<file path="src/rtl/vector_recorder_8bits.sv">
// Trace recorder: captures {clk_in, q_in} samples into an on-chip buffer while armed,
// then plays the captured words back in order over a valid/ready stream.
module vector_recorder_8bits #(
    parameter int DATA_W = 8,
    parameter int DEPTH  = 512,
    parameter int ADDR_W = 9
) (
    input  logic              clkSimulation,
    input  logic              rst,
    input  logic              start,
    input  logic              stop,
    input  logic              clk_in,
    input  logic [DATA_W-1:0] q_in,
    input  logic              rd_req,
    output logic [DATA_W:0]   vec_out,
    output logic              vec_valid,
    input  logic              vec_ready,
    output logic              busy,
    output logic              full,
    output logic [ADDR_W:0]   count,
    output logic              done
);

    typedef enum logic [1:0] {IDLE, CAPTURE, HOLD, DUMP} state_t;

    localparam logic [ADDR_W:0] LAST_SLOT = (ADDR_W+1)'(DEPTH - 1);

    state_t            state_q, state_d;
    logic [ADDR_W-1:0] wrPtr_q, wrPtr_d;
    logic [ADDR_W-1:0] rdPtr_q, rdPtr_d;
    logic [ADDR_W:0]   count_q, count_d;
    logic              full_q, full_d;
    logic              done_q, done_d;
    logic              writeEn;
    logic              lastWord;

    logic [DATA_W:0]   mem [DEPTH];

    // Writes are suppressed on a reset edge so reset wins over an in-flight capture.
    assign writeEn  = rst && (state_q == CAPTURE) && !stop;
    assign lastWord = ({1'b0, rdPtr_q} == (count_q - 1'b1));

    always_ff @(posedge clkSimulation) begin
        if (!rst) begin
            state_q <= IDLE;
            wrPtr_q <= '0;
            rdPtr_q <= '0;
            count_q <= '0;
            full_q  <= 1'b0;
            done_q  <= 1'b0;
        end else begin
            state_q <= state_d;
            wrPtr_q <= wrPtr_d;
            rdPtr_q <= rdPtr_d;
            count_q <= count_d;
            full_q  <= full_d;
            done_q  <= done_d;
        end
    end

    always_ff @(posedge clkSimulation) begin
        if (writeEn) begin
            mem[wrPtr_q] <= {clk_in, q_in};
        end
    end

    always_comb begin
        state_d = state_q;
        wrPtr_d = wrPtr_q;
        rdPtr_d = rdPtr_q;
        count_d = count_q;
        full_d  = full_q;
        done_d  = 1'b0;
        case (state_q)
            IDLE: begin
                if (start) begin
                    state_d = CAPTURE;
                    wrPtr_d = '0;
                    count_d = '0;
                    full_d  = 1'b0;
                end
            end
            CAPTURE: begin
                if (stop) begin
                    state_d = HOLD;
                end else begin
                    wrPtr_d = wrPtr_q + 1'b1;
                    count_d = count_q + 1'b1;
                    if (count_q == LAST_SLOT) begin
                        state_d = HOLD;
                        full_d  = 1'b1;
                    end
                end
            end
            HOLD: begin
                if (rd_req) begin
                    // An empty capture completes immediately without presenting any word.
                    if (count_q == '0) begin
                        state_d = IDLE;
                        done_d  = 1'b1;
                    end else begin
                        state_d = DUMP;
                        rdPtr_d = '0;
                    end
                end
            end
            DUMP: begin
                if (vec_ready) begin
                    rdPtr_d = rdPtr_q + 1'b1;
                    if (lastWord) begin
                        state_d = IDLE;
                        done_d  = 1'b1;
                    end
                end
            end
            default: begin
                state_d = IDLE;
            end
        endcase
    end

    always_comb begin
        busy      = (state_q == CAPTURE) || (state_q == DUMP);
        vec_valid = (state_q == DUMP);
        vec_out   = (state_q == DUMP) ? mem[rdPtr_q] : '0;
        full      = full_q;
        count     = count_q;
        done      = done_q;
    end

endmodule

</file>
<file path="config.mk">
export PLATFORM = sky130hd
export DESIGN_NAME = vector_recorder_8bits
export DESIGN_NICKNAME = d
export VERILOG_FILES = /design/src/rtl/vector_recorder_8bits.sv
export SDC_FILE = /design/constraint.sdc
export NUM_CORES = 2
export LEC_CHECK = 0
export BUFFER_PORTS_ARGS = -buffer_cell sky130_fd_sc_hd__buf_2
export CAP_MARGIN = 20
export CORE_UTILIZATION = 65
export CTS_BUF_LIST = sky130_fd_sc_hd__clkbuf_8
export CTS_CLUSTER_SIZE = 16
export DETAILED_ROUTE_END_ITERATION = 12
export PLACE_DENSITY = 0.81
export RECOVER_POWER = 25
export SYNTH_ARGS = -nofsm -noshare
export SYNTH_HDL_FRONTEND = slang
export SYNTH_MEMORY_MAX_BITS = 65536
export SYNTH_SLANG_ARGS = --single-unit
</file>
<file path="constraint.sdc">
create_clock -name clkSimulation -period 3.7 [get_ports clkSimulation]
set_clock_uncertainty 0.1 [all_clocks]
set_input_delay 0.555 -clock clkSimulation [delete_from_list [all_inputs] [get_ports clkSimulation]]
set_output_delay 0.555 -clock clkSimulation [all_outputs]
set_load 0.05 [all_outputs]
</file>
==> impl_metrics.csv <==
group,metric,value,unit
outcome,status,"complete, but fails checks",
outcome,violations,"max-capacitance violations, max-slew violations, negative setup slack",
synthesis,postSynth.asyncResetShare,0,
layout,drive_above_1_share,0.334,
critical_path,worstPathArrival,5090,ps
flow_run,max-cap-violations,11,
cts,tritoncts,"built",
synthesis,yosysWarnings,0,
critical_path,critPathKind,"reg2out",
floorplan,die_height,528,um
critical_path,worstPathCellList,"buf_12 -> buf_6 -> buf_16 -> buf_12 -> mux4_2 -> mux4_2 -> o22ai_1 -> a211o_4 -> o221ai_4 -> buf_6",
cts,cts_sinks,4649,
pwr,pwr-share-clk,0.386,
detailed_routing,vias_per_cell,7.05,
worst_hold_path,hp-class,"in2reg",
placed_design,hpwl,296000,um
floorplan,dieArea,0.279,sq mm
critical_path,worst_ep_required_time,3040,ps
cts,clock_path_buffers,4,
critical_path,cp-end-kind,"output port",
synthesis,yosysMostFrequentCell,"edfxtp_1",
timing,slew_headroom,-1.48,
cts,clk_transition_reported_paths,70,ps
timing,timing.final.crit_share,1.55,
synthesis,syn_avg_cell_area,21.1,sq um
pwr,max-vdd-ir-drop,456,uV
pwr,seqPwrFrac,0.561,
critical_path,critPathSlowestCell,"mux4_2",
pwr,p_sw,23.7,mW
cts,clock_latency,1220,ps
pwr,internal_power,79.5,mW
layout,final_nets,10200,
grt,gr-total-overflow,0,
timing,min_period,5750,ps
placed_design,place_ws,-1240,ps
critical_path,r2r_slack,330,ps
critical_path,slowest_delay,570,ps
pwr,power,103,mW
placed_design,placed_area,0.195,sq mm
synthesis,synth_nets,8534,
cts,cts_buffers,696,
timing,rsz0062_at_grt,"true",
placed_design,portBuffers,37,
synthesis,yosys.area.top_type,"edfxtp_1",
synthesis,ys_top_cells_by_area,"edfxtp_1 (77%), mux4_2 (12%), mux2i_1 (2.3%)",
floorplan,row_count,192,
floorplan,start_util,0.656,
pwr,power_frac_comb,0.053,
layout,area_growth,16.8,%
synthesis,synth_cell_types,66,
grt,groute.usage.overall,0.365,
detailed_routing,dr.pass1.iters,8,
timing,finalSetupTns,-116470,ps
timing,worst_slew_pin_slew,3720,ps
detailed_routing,wl_per_cell,35.7,um
timing,worst_slack,-2050,ps
synthesis,yosysTopAreaCellShare,0.769,
synthesis,synthesis.area,0.180,sq mm
grt,grt_pass1_vias,103000,
synthesis,yosysSeqAreaShare,0.774,
grt,antenna_found_initial,26,
critical_path,start_kind,"register",
pwr,p_per_area,492,mW/mm^2
detailed_routing,vias,102000,
grt,grt_pass1_wl,720000,um
placed_design,routabilityCongestion,0.921,
floorplan,die_x,528,um
floorplan,pin_count,38,
cts,root_buffer,"clkbuf_8",
layout,nFillCells,12800,
detailed_routing,ant_nets,0,
cts,h-tree-depth,6,
timing,final_max_slew_viol_count,1013,
detailed_routing,finalWirelength,517000,um
layout,fin_area,0.210,sq mm
synthesis,synth_commonest_cells,"edfxtp_1 (4608), mux4_2 (998), nor2_1 (606)",
synthesis,synth-main-ff-cell,"edfxtp_1",
grt,grt_max_degree,129,
floorplan,core_area,0.274,sq mm
timing,setup_viol_count_final,613,
pwr,p_leak,67.3,nW
timing,finalHoldViolCount,0,
timing,max_freq,0.174,GHz
detailed_routing,drc,0,
layout,finalCoreUtilization,0.766,
synthesis,synth_edf_count,4608,
critical_path,crit_path_max_fanout,38,
pwr,netSwitchingFraction,0.230,
synthesis,ys_ff_latch,4649,
synthesis,synth_cells,8512,
detailed_routing,drtIter0Drc,18000,
==> layout by cell type (no fill, tap or decap), types with 18 or more instances in the layout <==
master / instances
buf_4: 1213
o22ai_1: 143
mux4_2: 998
a221oi_1: 21
buf_16: 25
mux2i_1: 410
xor2_1: 19
edfxtp_1: 4608
o22ai_2: 18
dfxtp_1: 35
buf_2: 24
buf_12: 154
buf_6: 38
mux2_2: 48
nor2_1: 604
clkinv_1: 174
nand2_1: 146
a22oi_2: 19
clkbuf_8: 714
a221o_1: 18
o21ai_0: 58
a221oi_2: 22
dlygate4sd3_1: 18
nand3_1: 19
a22oi_1: 82
o211ai_1: 30
clkinv_2: 63
inv_1: 231
o221ai_1: 135
a22o_1: 42
clkbuf_1: 23
nor3_1: 35
a21oi_1: 137
==> critical path: cells and delay by family (launching register included) <==
family	cells	cell delay, ps
compound gates	3	1190
buf+inv	5	1100
mux	2	1070
flops	1	390
==> area by class of cell <==
type / count / area (sq um) / share of cell area
sequential: 4649 / 139000 / 0.663
antenna: 17 / 42.5 / 0.000203
tap: 3686 / 4610 / 0.0220
clock inverter: 528 / 2970 / 0.0142
timing repair buffer: 1541 / 14400 / 0.0683
multi-input combinational: 3315 / 39000 / 0.186
inverter: 12 / 55.1 / 0.000262
clock buffer: 713 / 9810 / 0.0467
==> path summary, 6_finish.rpt <==
kind / start / endpoint / cells past startpoint
worst max-delay path: register / vec_out[7] / 10
worst min-delay path: rst / wrPtr_q[1] / 3
worst max register to register: count[0] / rdPtr_q[1] / 8
worst min register to register: full / full / 2
==> flip-flops by register name, summed over array words and instances (netlist names), named ones only <==
signal / cells
mem: 4608
count: 10
rdPtr_q: 9
wrPtr_q: 9
state_q: 2
done: 1
full: 1
==> power groups by stage <==
| stage | logic (mW) | registers (mW) | clock network, mW |
|---|---|---|---|
| CTS | 5.23 | 57.9 | 39.4 |
| finish | 5.46 | 58.0 | 39.9 |
| global route | 5.58 | 57.9 | 41.9 |
| floorplan | 2.64 | 59.0 | 0 |
| detailed placement | 4.74 | 59.0 | 0 |
| global placement | 4.57 | 59.0 | 0 |
==> logic make-up after synthesis <==
group,count (synthesis),share of synthesized area
xor gates and xnor gates,33,0.00161
buffers and inverters,548,0.0156
DFF,4649,0.774
and+or+nand+nor,963,0.0228
muxes,1460,0.151
adders and majority gates,7,0.000487
AOI/OAI and AO/OA,852,0.0345
==> metal layers <==
metal  routed length (um)  global-route usage
met3                74100              0.0965
met4                39500               0.231
met2               243000               0.568
met1               160000               0.463
met5                  147                   0
==> per-stage QoR <==
stage	hold slack (ps)	instances
floorplan	394	8512
global placement	353	13100
detailed placement	378	13100
CTS	96.8	14400
global route	191	14400
finish	170	14500
==> what timing repair did <==
action                                 in CTS  in global routing
pin swaps                                  51                 34
setup buffers                              46                 32
gates resized for setup                   204                 85
hold buffers                               18                  0
endpoints found under the hold margin    1118                  0
gates cloned                               15                  3
setup endpoints to repair                   9                  9
(Power assumes the default switching activity.)
